==> config.mk <==
export PLATFORM = sky130hd
export DESIGN_NAME = dbg_run_ctrl
export DESIGN_NICKNAME = d
export VERILOG_FILES = /design/src/rtl/dbg_run_ctrl.sv
export SDC_FILE = /design/constraint.sdc
export NUM_CORES = 1
export LEC_CHECK = 0
export CAP_MARGIN = 25
export CORE_ASPECT_RATIO = 1.2
export CORE_MARGIN = 5
export CORE_UTILIZATION = 30
export DETAILED_ROUTE_END_ITERATION = 8
export GPL_TIMING_DRIVEN = 0
export SLEW_MARGIN = 20
export SYNTH_ARGS = -nofsm -noshare
export SYNTH_HDL_FRONTEND = slang
export SYNTH_SLANG_ARGS = --single-unit
==> constraint.sdc <==
create_clock -name sys_clk -period 3.2 [get_ports sys_clk]
set_input_delay 0.48 -clock sys_clk [delete_from_list [all_inputs] [get_ports sys_clk]]
set_output_delay 0.48 -clock sys_clk [all_outputs]
set_load 0.05 [all_outputs]
==> src/rtl/dbg_run_ctrl.sv <==
// Run-control sequencer for the debug core: owns the dbg_clk gate enable,
// the enabled-cycle counter, multi-cycle stepping and the cycle breakpoint.
module dbg_run_ctrl #(
    parameter int CNT_W = 8,
    parameter int CYC_W = 16
) (
    input  logic             sys_clk,
    input  logic             dbg_rst,
    input  logic             halt_req,
    input  logic             resume_req,
    input  logic             step_req,
    input  logic [CNT_W-1:0] step_count,
    input  logic             bp_en,
    input  logic [CYC_W-1:0] bp_value,
    input  logic             clr_count,
    output logic             clk_en,
    output logic             halted,
    output logic             busy,
    output logic [1:0]       state,
    output logic [1:0]       halt_cause,
    output logic [CYC_W-1:0] cycle_count,
    output logic [CNT_W-1:0] remaining
);

    typedef enum logic [1:0] {
        S_RUN  = 2'b00,
        S_HALT = 2'b01,
        S_STEP = 2'b10,
        S_ILL  = 2'b11
    } state_e;

    localparam logic [1:0] C_NONE = 2'b00;
    localparam logic [1:0] C_HALT = 2'b01;
    localparam logic [1:0] C_STEP = 2'b10;
    localparam logic [1:0] C_BP   = 2'b11;

    state_e             state_q, state_d;
    logic               clk_en_q, clk_en_d;
    logic [1:0]         cause_q, cause_d;
    logic [CYC_W-1:0]   cnt_q, cnt_d;
    logic [CNT_W-1:0]   rem_q, rem_d;
    logic               bp_hit;

    // Compare uses the pre-increment count of a cycle that is actually enabled
    assign bp_hit = clk_en_q && bp_en && (cnt_q == bp_value);

    // Next-state: breakpoint beats halt beats resume beats step/completion
    always_comb begin
        state_d  = state_q;
        clk_en_d = clk_en_q;
        cause_d  = cause_q;
        rem_d    = rem_q;
        cnt_d    = clk_en_q ? cnt_q + CYC_W'(1) : cnt_q;

        case (state_q)
            S_RUN: begin
                if (bp_hit) begin
                    state_d  = S_HALT;
                    clk_en_d = 1'b0;
                    cause_d  = C_BP;
                end else if (halt_req) begin
                    state_d  = S_HALT;
                    clk_en_d = 1'b0;
                    cause_d  = C_HALT;
                end
            end
            S_HALT: begin
                clk_en_d = 1'b0;
                if (clr_count) cnt_d = '0;
                if (resume_req) begin
                    state_d  = S_RUN;
                    clk_en_d = 1'b1;
                    cause_d  = C_NONE;
                end else if (step_req) begin
                    state_d  = S_STEP;
                    clk_en_d = 1'b1;
                    cause_d  = C_NONE;
                    rem_d    = (step_count == '0) ? CNT_W'(1) : step_count;
                end
            end
            S_STEP: begin
                rem_d = rem_q - CNT_W'(1);
                if (bp_hit) begin
                    state_d  = S_HALT;
                    clk_en_d = 1'b0;
                    cause_d  = C_BP;
                    rem_d    = '0;
                end else if (halt_req) begin
                    state_d  = S_HALT;
                    clk_en_d = 1'b0;
                    cause_d  = C_HALT;
                    rem_d    = '0;
                end else if (resume_req) begin
                    state_d  = S_RUN;
                    clk_en_d = 1'b1;
                    cause_d  = C_NONE;
                    rem_d    = '0;
                end else if (rem_q <= CNT_W'(1)) begin
                    // last enabled cycle of the step is this edge
                    state_d  = S_HALT;
                    clk_en_d = 1'b0;
                    cause_d  = C_STEP;
                    rem_d    = '0;
                end
            end
            default: begin
                state_d  = S_RUN;
                clk_en_d = 1'b1;
                rem_d    = '0;
            end
        endcase
    end

    // State and counters; reset leaves the core running with the clock enabled
    always_ff @(posedge sys_clk or negedge dbg_rst) begin
        if (!dbg_rst) begin
            state_q  <= S_RUN;
            clk_en_q <= 1'b1;
            cause_q  <= C_NONE;
            cnt_q    <= '0;
            rem_q    <= '0;
        end else begin
            state_q  <= state_d;
            clk_en_q <= clk_en_d;
            cause_q  <= cause_d;
            cnt_q    <= cnt_d;
            rem_q    <= rem_d;
        end
    end

    assign clk_en      = clk_en_q;
    assign halted      = (state_q == S_HALT);
    assign busy        = (state_q == S_STEP);
    assign state       = state_q;
    assign halt_cause  = cause_q;
    assign cycle_count = cnt_q;
    assign remaining   = rem_q;

endmodule

==> impl_results.md <==
* Status: complete, no violations
* Critical path peak fanout at 10
* Simple-gate share of the synthesized area at between 20% and 30%
* DRT iter0 DRCs at between 50 and 60
* GRT Total Usage at a little over an eighth
* Hold buffers post-CTS at 0
* Ys Warns at 0
* Area grow syn2layout at 42.0%
* Layout fillers at ~630
* Syn_nets at about 250
* Post-CTS Setup Inserts at 0
* Routed length per placed instance at about 14 µm
* Die area at 8030 µm²
* DP HPWL at slightly below 4 mm
* Rel. slew slack at a little over half
* Most frequent cells in the layout: 60 x clkdlybuf4s50_1, 28 x dfrtp_1, 22 x xor2_1, 21 x nor2_1, 16 x nand2_1
* Startpoint types: flip-flop
* Adder-Cell Fraction of Synth Area at ~4.6%
* Clk slew on worst S/H paths at about 0.060 ns
* CTS H-tree depth at 2
* Vias at around 1.8k
* Yosys top cell by area: dfrtp_1
* Number of global-route vias before repair at 1821
* RSZ-0062 raised after global routing: no
* Critical Path, Cell by Cell: or4_4, or4_4, nor2b_4, o21ai_2, buf_6, o21ai_2, a221o_1
* CP Capture Type: flip-flop
* Leading cell type in the layout, fill and taps excluded: clkdlybuf4s50_1
* CTS Buffer Depth at 2
* DR pass1 iterations at 4
* CTS tree: yes
* Post-Syn Area at approximately 1900 µm²
* Mux cell area share after synthesis at between 1 and 1.5%
* LEAKAGE at approximately 1.2 nW
* Setup Total Neg Slack at 0 ns
* Total CTS buffers at 5
* Insertion delay to the later sink of the worst-skew pair at roughly 0.27 ns
* Req. time, crit path at 3.36 ns
* I/O pins at between 60 and 70
* Seq cells post-synth at 29
* Cell Pwr Density at around 860 nW/µm²
* Xor/xnor share of the synthesized area at a little under an eighth
* Clock skew at roughly 0.0055 ns
* Crit Path Category: flip-flop to flip-flop
* # clock sinks at 29
* Die Wd at between 80 and 90 µm
* Worst-Margin Slew at 0.682 ns
* Setup WS post-layout at about 0.73 ns
* Port bufs at 61
* Register area share after synthesis at 38.3%
* Largest family of logic cells by synthesized area: simple AND/OR/NAND/NOR gates
* Final period util at between 70 and 80%
* DRC at 0
* R2r worst-path depth at 7
* Crit path DAT at between 2 and 3 ns
* Top cells by area, synth: dfrtp_1 37%, xor2_1 10%, ha_1 4.6%, nor2_1 4.2%, o21ai_0 3.2%
* Hold Crit Class: input port to async pin
* Fin. max-slew vios at 0
* Hold Fails Final Rpt at 0
* Final setup viols at 0
* Slowest-stage cell, CP: or4_4
* Minimum clock period at about 2.5 ns
* GRT overflow at 0
* Core area at 6090 µm²
* First-pass GRT wire length at 8.49 mm
* Post-cts resize count at 0
* Layout Nets at around 320
* Avg Synthesized Cell Area at between 8 and 9 µm²
* Post-synthesis cell type count at 41
* Starting density of the core at a little under a third
* Row count at 31
* Synth Area in Compound Gates at between 10% and 20%
* Antenna fix cells at 0
* Max frequency at slightly above 400 MHz
* Initial antenna violation count at 0
* Root buffer cell: clkbuf_8
* Share of layout cells above drive strength 1 at between 5 and 6%
* Final WL at 5.20 mm
* Largest net degree at the start of global routing at 30
* Max Cap Viol at 0
* Via density at 4.95
* DP Worst Slack at ~0.41 ns
* Worst vdd ir at approximately 0.48 mV
* Synth top area share at 36.9%
* GP Congestion at approximately 0.84
* Die Y at around 97 µm
* Antenna Nets Post-Route at 0
* Slowest stage delay, CP at ~0.57 ns
* Mapped Cells at around 220
## worst max-delay path, delay by kind of cell (launching register included)
kind                   cells  cell delay, ns
and+or+nand+nor            3            1.24
AOI/OAI and AO/OA          3            0.49
DFF                        1            0.46
buffers and inverters      1            0.17
## layer usage
metal	GRT usage, %	vias up	part of all wire (%)
met5	0	-	0
met4	3.14	0	1.3
met3	3.34	7	7.3
met2	22.8	68	48
met1	16.5	840	44
li1	-	898	-
## where the power goes
group,switching [W],internal [W],total (W)
Combinational,0.000853,0.000554,0.00141
Sequential,0.000129,0.000470,0.000599
Clock,0.000132,0.000175,0.000308
## synth_stat cells (all sizes together)
cell type  count
clkbuf         7
nand4          5
or4            3
o211ai         1
nor4           7
nor2          21
dfstp          1
a22oi          1
inv            9
a221o          4
ha             7
nor3b          1
a211o          1
and4b          1
o31ai          1
dfrtp         28
a21oi         11
a221oi         3
nor2b          3
or2            2
buf            2
o22ai          1
xor2          22
and2           4
xnor2          4
a21o           5
o21ai         15
mux2i          2
a22o           1
nand2b         2
nand2         16
or3            6
nor3          10
nand3          1
a31oi          1
and3           6
## registers in the layout (all words and copies together) (netlist names)
name	cells
clk_en	1
cycle_count	16
state	2
remaining	8
halt_cause	2
## final timing paths
kind	slack, ns	end	from
max in group asynchronous	2.51	cycle_count[7]	dbg_rst
worst max-delay path	0.73	remaining[5]	remaining[3]
worst min register to register	0.53	remaining[6]	remaining[6]
worst max register to register	0.73	remaining[5]	remaining[3]
worst min-delay path	0.24	cycle_count[11]	dbg_rst
min in group sys_clk	0.53	remaining[6]	remaining[6]
## final cells by class
class	instances	area, µm²	area share (%)
tap	82	103	3.80
multi-input combinational	168	1100	40.7
sequential	29	727	26.9
clock buffer	8	90.1	3.34
inverter	9	33.8	1.25
timing repair buffer	61	606	22.4
buffer	9	41.3	1.53
## through the flow
stage | area (µm²) | hold WS (ns) | instances | util, % | total power [W]
floorplan | 1900 | 0.184 | 215 | - | 0.00159
global placement | 2610 | 0.524 | 358 | 42.9 | 0.00202
detailed placement | 2610 | 0.519 | 358 | 42.8 | 0.00202
CTS | 2700 | 0.267 | 366 | 44.3 | 0.00235
global route | 2700 | 0.298 | 366 | 44.3 | 0.00249
finish | 2700 | 0.245 | 366 | 44.3 | 0.00231
## kinds of logic (layout without fill, tap and decap cells)
| family | Yosys count | count (layout) |
|---|---|---|
| AND/OR/NAND/NOR | 88 | 88 |
| adder cells (fa/ha/maj) | 7 | 7 |
| buffers and inverters | 18 | 87 |
| AO/OA/AOI/OAI | 45 | 45 |
| multiplexers | 2 | 2 |
| flip-flops | 29 | 29 |
| XOR/XNOR | 26 | 26 |
Power figures use the tool's default switching activity.
